$ cat src/rtl/pipe_hazard_ctrl_pkg.sv
// Shared constants, state encoding and helpers for the ID-side
// hazard / trap controller of the 5-stage MIPS core.
package pipe_ctrl_pkg;

    localparam logic [2:0] PC_SEL_SEQ = 3'd0;
    localparam logic [2:0] PC_SEL_BR  = 3'd1;
    localparam logic [2:0] PC_SEL_J   = 3'd2;
    localparam logic [2:0] PC_SEL_JR  = 3'd3;
    localparam logic [2:0] PC_SEL_IRQ = 3'd4;
    localparam logic [2:0] PC_SEL_EXC = 3'd5;

    localparam logic [5:0] OP_RTYPE  = 6'h00;
    localparam logic [5:0] OP_REGIMM = 6'h01;
    localparam logic [5:0] OP_J      = 6'h02;
    localparam logic [5:0] OP_JAL    = 6'h03;
    localparam logic [5:0] OP_BEQ    = 6'h04;
    localparam logic [5:0] OP_BNE    = 6'h05;
    localparam logic [5:0] OP_ORI    = 6'h0d;
    localparam logic [5:0] OP_LUI    = 6'h0f;
    localparam logic [5:0] OP_LW     = 6'h23;
    localparam logic [5:0] OP_SW     = 6'h2b;

    localparam logic [5:0] FN_SLL  = 6'h00;
    localparam logic [5:0] FN_SRL  = 6'h02;
    localparam logic [5:0] FN_SRA  = 6'h03;
    localparam logic [5:0] FN_JR   = 6'h08;
    localparam logic [5:0] FN_JALR = 6'h09;
    localparam logic [5:0] FN_ADD  = 6'h20;
    localparam logic [5:0] FN_NOR  = 6'h27;
    localparam logic [5:0] FN_SLT  = 6'h2a;

    localparam logic [4:0] REG_K0 = 5'd26;

    typedef enum logic [1:0] {
        ST_RUN,
        ST_STALL,
        ST_KWAIT
    } state_t;

    function automatic logic [2:0] lowest_idx(input logic [7:0] v);
        logic [2:0] r;
        r = 3'd0;
        for (int i = 7; i >= 0; i--) begin
            if (v[i]) r = 3'(i);
        end
        return r;
    endfunction

endpackage

$ cat src/rtl/pipe_hazard_ctrl_if.sv
// Bundle between the pipeline datapath and the hazard controller:
// ID/EX status in, PC / pipeline-register control and IRQ state out.
interface pipe_hazard_ctrl_if #(
    parameter int NUM_IRQ = 4,
    parameter int IRQ_W   = (NUM_IRQ > 1) ? $clog2(NUM_IRQ) : 1
);
    logic [31:0]        id_instr;
    logic               id_valid;
    logic               in_kernel;
    logic               ex_memrd;
    logic [4:0]         ex_rt;
    logic               ex_branch_taken;
    logic [NUM_IRQ-1:0] irq;
    logic [NUM_IRQ-1:0] irq_mask;
    logic [NUM_IRQ-1:0] irq_clr;
    logic [2:0]         pc_sel;
    logic               pc_we;
    logic               ifid_we;
    logic               flush_ifid;
    logic               flush_idex;
    logic               trap_wr;
    logic [NUM_IRQ-1:0] irq_pending;
    logic [IRQ_W-1:0]   irq_id;
    logic               exc_illegal;

    modport master (
        output id_instr, id_valid, in_kernel,
        output ex_memrd, ex_rt, ex_branch_taken,
        output irq, irq_mask, irq_clr,
        input  pc_sel, pc_we, ifid_we,
        input  flush_ifid, flush_idex, trap_wr,
        input  irq_pending, irq_id, exc_illegal
    );

    modport slave (
        input  id_instr, id_valid, in_kernel,
        input  ex_memrd, ex_rt, ex_branch_taken,
        input  irq, irq_mask, irq_clr,
        output pc_sel, pc_we, ifid_we,
        output flush_ifid, flush_idex, trap_wr,
        output irq_pending, irq_id, exc_illegal
    );

endinterface

$ cat src/rtl/pipe_hazard_ctrl_insn_class.sv
// Combinational classifier for the ID instruction: legality,
// rt usage, jump kinds and source register fields.
module insn_class
    import pipe_ctrl_pkg::*;
(
    input  logic [31:0] instr,
    output logic        legal,
    output logic        uses_rt,
    output logic        is_j,
    output logic        is_jr,
    output logic [4:0]  rs,
    output logic [4:0]  rt
);

    logic [5:0] op;
    logic [5:0] fn;
    logic       fn_ok;
    logic       unused_bits;

    assign op = instr[31:26];
    assign fn = instr[5:0];
    assign rs = instr[25:21];
    assign rt = instr[20:16];
    assign unused_bits = ^instr[15:6];

    assign fn_ok = fn inside {FN_SLL, FN_SRL, FN_SRA,
                              FN_JR, FN_JALR,
                              [FN_ADD:FN_NOR], FN_SLT};

    always_comb begin
        legal = 1'b0;
        unique case (1'b1)
            op == OP_RTYPE: legal = fn_ok;
            op inside {[OP_REGIMM:OP_ORI], OP_LUI,
                       OP_LW, OP_SW}: legal = 1'b1;
            default: legal = 1'b0;
        endcase
    end

    assign uses_rt = op inside {OP_RTYPE, OP_BEQ, OP_BNE, OP_SW};
    assign is_j    = op inside {OP_J, OP_JAL};
    assign is_jr   = (op == OP_RTYPE) && (fn inside {FN_JR, FN_JALR});

endmodule

$ cat src/rtl/pipe_hazard_ctrl.sv
// ID-side pipeline controller: load-use stalls, redirects,
// illegal-instruction traps and edge-captured interrupts.
module pipe_hazard_ctrl
    import pipe_ctrl_pkg::*;
#(
    parameter int NUM_IRQ  = 4,
    parameter int LOAD_LAT = 1,
    parameter int IRQ_W    = (NUM_IRQ > 1) ? $clog2(NUM_IRQ) : 1
) (
    input logic               clk,
    input logic               reset,
    pipe_hazard_ctrl_if.slave bus
);

    localparam logic [1:0] CNT_INIT = 2'(LOAD_LAT - 1);

    state_t             state_q, state_d;
    logic [1:0]         cnt_q, cnt_d;
    logic               ret_k_q, ret_k_d;
    logic [NUM_IRQ-1:0] irq_prev_q;
    logic [NUM_IRQ-1:0] pend_q;
    logic [IRQ_W-1:0]   irq_id_q, irq_id_d;

    logic       legal, uses_rt, is_j, is_jr;
    logic [4:0] rs, rt;

    insn_class u_cls (
        .instr   (bus.id_instr),
        .legal   (legal),
        .uses_rt (uses_rt),
        .is_j    (is_j),
        .is_jr   (is_jr),
        .rs      (rs),
        .rt      (rt)
    );

    logic [NUM_IRQ-1:0] unmasked;
    logic hazard, take_exc, take_irq, kexit, stalling;

    assign unmasked = pend_q & ~bus.irq_mask;
    assign stalling = state_q == ST_STALL;
    assign hazard   = bus.ex_memrd && bus.ex_rt != 5'd0
                   && bus.id_valid
                   && (bus.ex_rt == rs
                       || (uses_rt && bus.ex_rt == rt));
    assign take_exc = bus.id_valid && !legal && !stalling;
    assign take_irq = state_q == ST_RUN && bus.id_valid
                   && !bus.in_kernel && |unmasked;
    assign kexit    = state_q == ST_KWAIT && bus.id_valid
                   && !bus.in_kernel;

    always_ff @(posedge clk) begin
        if (reset) begin
            state_q    <= ST_RUN;
            cnt_q      <= 2'd0;
            ret_k_q    <= 1'b0;
            irq_prev_q <= '0;
            pend_q     <= '0;
            irq_id_q   <= '0;
        end else begin
            state_q    <= state_d;
            cnt_q      <= cnt_d;
            ret_k_q    <= ret_k_d;
            irq_id_q   <= irq_id_d;
            irq_prev_q <= bus.irq;
            pend_q     <= (pend_q & ~bus.irq_clr)
                        | (bus.irq & ~irq_prev_q);
        end
    end

    always_comb begin
        state_d  = state_q;
        cnt_d    = cnt_q;
        ret_k_d  = ret_k_q;
        irq_id_d = irq_id_q;
        if (bus.ex_branch_taken) begin
            cnt_d = 2'd0;
            if (stalling) state_d = ret_k_q ? ST_KWAIT : ST_RUN;
        end else if (take_exc) begin
            state_d = ST_KWAIT;
        end else if (take_irq) begin
            state_d  = ST_KWAIT;
            irq_id_d = IRQ_W'(lowest_idx(8'(unmasked)));
        end else if (stalling) begin
            // cnt counts the stall cycles still owed after this one
            cnt_d = (cnt_q == 2'd0) ? 2'd0 : cnt_q - 2'd1;
            if (cnt_q <= 2'd1) state_d = ret_k_q ? ST_KWAIT : ST_RUN;
        end else if (hazard) begin
            cnt_d = CNT_INIT;
            if (LOAD_LAT > 1) begin
                state_d = ST_STALL;
                ret_k_d = state_q == ST_KWAIT;
            end
        end else if (kexit) begin
            state_d = ST_RUN;
        end
    end

    always_comb begin
        bus.pc_sel      = PC_SEL_SEQ;
        bus.pc_we       = 1'b1;
        bus.ifid_we     = 1'b1;
        bus.flush_ifid  = 1'b0;
        bus.flush_idex  = 1'b0;
        bus.trap_wr     = 1'b0;
        bus.exc_illegal = 1'b0;
        if (bus.ex_branch_taken) begin
            bus.pc_sel     = PC_SEL_BR;
            bus.flush_ifid = 1'b1;
            bus.flush_idex = 1'b1;
        end else if (take_exc) begin
            bus.pc_sel      = PC_SEL_EXC;
            bus.trap_wr     = 1'b1;
            bus.exc_illegal = 1'b1;
            bus.flush_ifid  = 1'b1;
        end else if (take_irq) begin
            bus.pc_sel     = PC_SEL_IRQ;
            bus.trap_wr    = 1'b1;
            bus.flush_ifid = 1'b1;
        end else if (stalling || hazard) begin
            bus.pc_we      = 1'b0;
            bus.ifid_we    = 1'b0;
            bus.flush_idex = 1'b1;
        end else if (bus.id_valid && is_j) begin
            bus.pc_sel     = PC_SEL_J;
            bus.flush_ifid = 1'b1;
        end else if (bus.id_valid && is_jr) begin
            bus.pc_sel     = PC_SEL_JR;
            bus.flush_ifid = 1'b1;
        end
    end

    assign bus.irq_pending = pend_q;
    assign bus.irq_id      = irq_id_q;

endmodule

$ cat src/flat_wrapper.sv
// flat-port wrapper written by rule: the top's interface ports become plain ports
module pipe_hazard_ctrl_flat import pipe_ctrl_pkg::*;
#(
    parameter int NUM_IRQ  = 4,
    parameter int LOAD_LAT = 1,
    parameter int IRQ_W    = (NUM_IRQ > 1) ? $clog2(NUM_IRQ) : 1
)
  (clk, reset, bus_id_instr, bus_id_valid, bus_in_kernel, bus_ex_memrd, bus_ex_rt, bus_ex_branch_taken, bus_irq, bus_irq_mask, bus_irq_clr, bus_pc_sel, bus_pc_we, bus_ifid_we, bus_flush_ifid, bus_flush_idex, bus_trap_wr, bus_irq_pending, bus_irq_id, bus_exc_illegal);
  pipe_hazard_ctrl_if #(.NUM_IRQ(NUM_IRQ), .IRQ_W(IRQ_W)) bus_i ();
  input logic clk;
  input logic reset;
  input wire logic [$bits(bus_i.id_instr)-1:0] bus_id_instr;
  input wire logic [$bits(bus_i.id_valid)-1:0] bus_id_valid;
  input wire logic [$bits(bus_i.in_kernel)-1:0] bus_in_kernel;
  input wire logic [$bits(bus_i.ex_memrd)-1:0] bus_ex_memrd;
  input wire logic [$bits(bus_i.ex_rt)-1:0] bus_ex_rt;
  input wire logic [$bits(bus_i.ex_branch_taken)-1:0] bus_ex_branch_taken;
  input wire logic [$bits(bus_i.irq)-1:0] bus_irq;
  input wire logic [$bits(bus_i.irq_mask)-1:0] bus_irq_mask;
  input wire logic [$bits(bus_i.irq_clr)-1:0] bus_irq_clr;
  output wire logic [$bits(bus_i.pc_sel)-1:0] bus_pc_sel;
  output wire logic [$bits(bus_i.pc_we)-1:0] bus_pc_we;
  output wire logic [$bits(bus_i.ifid_we)-1:0] bus_ifid_we;
  output wire logic [$bits(bus_i.flush_ifid)-1:0] bus_flush_ifid;
  output wire logic [$bits(bus_i.flush_idex)-1:0] bus_flush_idex;
  output wire logic [$bits(bus_i.trap_wr)-1:0] bus_trap_wr;
  output wire logic [$bits(bus_i.irq_pending)-1:0] bus_irq_pending;
  output wire logic [$bits(bus_i.irq_id)-1:0] bus_irq_id;
  output wire logic [$bits(bus_i.exc_illegal)-1:0] bus_exc_illegal;
  assign bus_i.id_instr = bus_id_instr;
  assign bus_i.id_valid = bus_id_valid;
  assign bus_i.in_kernel = bus_in_kernel;
  assign bus_i.ex_memrd = bus_ex_memrd;
  assign bus_i.ex_rt = bus_ex_rt;
  assign bus_i.ex_branch_taken = bus_ex_branch_taken;
  assign bus_i.irq = bus_irq;
  assign bus_i.irq_mask = bus_irq_mask;
  assign bus_i.irq_clr = bus_irq_clr;
  assign bus_pc_sel = bus_i.pc_sel;
  assign bus_pc_we = bus_i.pc_we;
  assign bus_ifid_we = bus_i.ifid_we;
  assign bus_flush_ifid = bus_i.flush_ifid;
  assign bus_flush_idex = bus_i.flush_idex;
  assign bus_trap_wr = bus_i.trap_wr;
  assign bus_irq_pending = bus_i.irq_pending;
  assign bus_irq_id = bus_i.irq_id;
  assign bus_exc_illegal = bus_i.exc_illegal;
  pipe_hazard_ctrl #(.NUM_IRQ(NUM_IRQ), .LOAD_LAT(LOAD_LAT), .IRQ_W(IRQ_W)) u_core (.clk(clk), .reset(reset), .bus(bus_i));
endmodule
$ cat config.mk
export PLATFORM = sky130hd
export DESIGN_NAME = pipe_hazard_ctrl_flat
export DESIGN_NICKNAME = d
export VERILOG_FILES = /design/src/rtl/pipe_hazard_ctrl_pkg.sv /design/src/rtl/pipe_hazard_ctrl_if.sv /design/src/rtl/pipe_hazard_ctrl_insn_class.sv /design/src/rtl/pipe_hazard_ctrl.sv /design/src/flat_wrapper.sv
export SDC_FILE = /design/constraint.sdc
export NUM_CORES = 1
export LEC_CHECK = 0
export CORE_ASPECT_RATIO = 2
export CORE_MARGIN = 2
export CORE_UTILIZATION = 33
export CTS_CLUSTER_DIAMETER = 40
export DETAILED_ROUTE_END_ITERATION = 6
export PLACE_DENSITY = 0.8
export SLEW_MARGIN = 20
export SYNTH_ARGS = -nofsm -noshare
export SYNTH_HDL_FRONTEND = slang
export SYNTH_SLANG_ARGS = --single-unit
$ cat constraint.sdc
create_clock -name clk -period 2.6 [get_ports clk]
set_input_delay 0.52 -clock clk [delete_from_list [all_inputs] [get_ports clk]]
set_output_delay 0.52 -clock clk [all_outputs]
set_load 0.01 [all_outputs]
==> key figures <==
Status
  – Status: complete, but fails checks
  – Failing checks: negative setup slack

Global route
  – All-Layer GR Usage: 21.7%
  – Vias in the first global route: 1,260
  – Grt ovf: 0
  – Initial antenna violation count: 0
  – Largest net degree at the start of global routing: 12
  – First-pass GRT wire length: 4.90 mm

Finish
  – Commonest non-fill, non-tap cell in the layout: clkdlybuf4s50_1
  – Ant. Diodes: 0
  – Finished Layout Cells: 219
  – Final Cell Area: 0.00179 mm^2
  – Most frequent cells in the layout: clkdlybuf4s50_1 (37), buf_4 (24), dfxtp_1 (11), nand2b_1 (10)
  – Area growth syn-to-layout: 104%
  – NumNets Final: 247
  – Post-layout util: 70.7%
  – Share of cells above drive strength 1: 36.6%

Worst setup path
  – R2R Setup Slk: 810 ps
  – Crit. path cell count: 8
  – Worst R2R Path Depth: 8
  – Worst path slowest cell: or4_4
  – Crit path largest cell delay: 520 ps
  – R2R Path Start: u_core.bus.irq_pending[1]
  – Crit Path Class: primary input to primary output
  – Crit. End Element: primary output
  – Arrival time worst endpoint: 2170 ps
  – CP top delay family: simple AND/OR/NAND/NOR gates
  – Startpoint types: primary input
  – Buf+Inv Stages, Crit Path: 3
  – Crit-path max FO: 5
  – Crit-path cells: buf_6, or4_4, o211ai_1, nor4b_2, or2_4, buf_6, nor3b_2, buf_2
  – R2r endpoint: u_core.state_q[1]
  – Worst Path Required: 2080 ps
  – Setup crit start: bus_ex_rt[4]
  – Most frequent cell on the critical path: buf_6
  – Setup crit end: bus_pc_sel[1]

Drt
  – DR vias: 1,159
  – Average wire per standard cell: 14.9 um
  – DRC viols: 0
  – TritonRoute pass-1 iters: 4
  – Post-route antenna net violation count: 0
  – Drt total wl: 3.26 mm
  – DR vias/cell: 5.29
  – Drt initial violations: 15

Floorplanning
  – Die Wd: 40.5 um
  – Die Area: 0.00312 mm^2
  – Initial core utilization: 34.7%
  – Row count: 26
  – Die Y-Extent: 77.1 um
  – Io pins: 70
  – Core footprint: 0.00254 mm^2

Timing
  – Setup violators final: 5
  – Final min period: 2690 ps
  – Final period utilization: 103%
  – Setup_tns: -321 ps
  – Fmax: 372 MHz
  – WHS: 466 ps
  – Hold Vio Cnt, Final: 0
  – RSZ-0062 raised after global routing: yes
  – Worst slew pin tran: 386 ps
  – Clk_skew: 4.53 ps
  – Max-slew violation count: 0
  – Slew Limit Headroom: 74.2%
  – Fin worst setup slack: -89.5 ps

Min path
  – HP Start: u_core.bus.irq_id[0]
  – Hold Crit Class: flop to flop

Power and ir drop
  – Pleak: 0.742 nW
  – Power, Total: 0.578 mW
  – Peak supply drop: 0.000429 V
  – Power Density: 322 mW/mm^2

Clock tree
  – Max Buffers Root-to-Sink: 2
  – Num CTS Buffers: 3
  – Clock sinks: 11
  – H-tree depth: 1
  – Clock-pin slew on the worst setup and hold paths: 50 ps
  – CTS tree: done
  – Later-pin clock latency in the skew report: 240 ps
  – Root Buffer: clkbuf_8

Job
  – Max-Cap Viols: 0

Synthesis
  – Most used DFF post-synth: dfxtp_1
  – Register bit total from synthesis: 11
  – Mapped Nets: 160
  – Synth area leader: dfxtp_1
  – Post-synthesis cell type count: 43
  – Synth Instances: 105
  – Share of synthesized flip-flops with an asynchronous set or reset: 0%
  – Ranking of synthesized cells by area: dfxtp_1 (25%), nand2b_1 (7.1%), xnor2_1 (7.0%)
  – Post-synth EDFFs: 0
  – Mean post-synth cell area: 8.39 um^2
  – Share of the synthesized area in the top cell type: 25.0%
  – Synthesized area: 881 um^2
  – Yosys warns: 0
  – Sequential area share after synthesis: 25.0%

Placed design
  – Detailed placer's ending HPWL: 2.41 mm
  – Placed cells: 207
  – Post-DP Area: 0.00163 mm^2
  – Setup WS pre-CTS: -885 ps
  – Count of input and output buffers: 59
  – RePlAce Congestion: 0.790
[state kept, by name (all words and copies together) (netlist names)]
register,count
u_core.bus.irq_pending,4
u_core.irq_prev_q,4
u_core.bus.irq_id,2
u_core.state_q,1
[cell type report]
cell class | count | area [um^2]
Tap cell | 28 | 35.0
Inverter | 3 | 11.3
Multi-Input combinational cell | 87 | 709
Fill cell | 211 | 744
Timing Repair Buffer | 86 | 772
Sequential cell | 11 | 220
Clock buffer | 4 | 45.0
[cells in the mapped netlist, types with 2 or more instances]
cell type and count:
nor2_1 6, a21oi_1 5, xnor2_1 7, nand2b_1 10, inv_1 3, nand2_1 6, buf_4 2, a211oi_2 2
o21ai_0 3, nor3b_1 2, nor4b_1 2, nand3b_1 2, nor2b_1 9, xor2_1 3, o211ai_1 2, dfxtp_1 11
nand3_1 4
[how the worst min path moves through the flow]
| stage | to | slack (ps) | cells after the start |
|---|---|---|---|
| floorplan | u_core.bus.irq_pending[0] | 460 | 2 |
| global placement | u_core.bus.irq_id[0] | 460 | 2 |
| detailed placement | u_core.bus.irq_id[0] | 460 | 2 |
| CTS | u_core.bus.irq_id[0] | 470 | 2 |
| global route | u_core.bus.irq_id[0] | 480 | 2 |
| finish | u_core.bus.irq_id[0] | 470 | 2 |
[routing by layer]
metal | vias up | wire [um] | share of wire (%) | global-route usage (%)
li1 | 553 | - | - | -
met1 | 550 | 1050 | 32 | 17.5
met2 | 45 | 1970 | 60 | 43.7
met3 | 11 | 152 | 4.7 | 2.31
met4 | 0 | 97 | 3.0 | 9.00
met5 | - | 0 | 0 | 0
[tightest hold or removal path, stage by stage, from the launching register on]
cell,delay (ps)
dfxtp_1,300
nand2_1,50
mux2i_1,60
[what timing repair did]
item                       in CTS  in global routing
pin swaps                      14                  9
gates resized for setup        83                 18
setup endpoints to repair       9                  9
hold endpoints to repair        0                  0
hold buffers                    0                  0
buffers inserted                6                  2
[power by group]
| group | leakage, nW | internal [mW] | switching [mW] |
|---|---|---|---|
| Sequential | 0.0911 | 0.179 | 0.00652 |
| Combinational | 0.628 | 0.135 | 0.0859 |
| Clock | 0.0228 | 0.108 | 0.0641 |
| Total | 0.742 | 0.421 | 0.157 |
[logic make-up after synthesis]
logic type	share of synthesized area (%)
AO/OA/AOI/OAI	20.9
XOR/XNOR	9.94
buffers and inverters	3.98
flip-flops	25.0
multiplexers	2.41
AND/OR/NAND/NOR	37.8
Power figures use the tool's default switching activity.
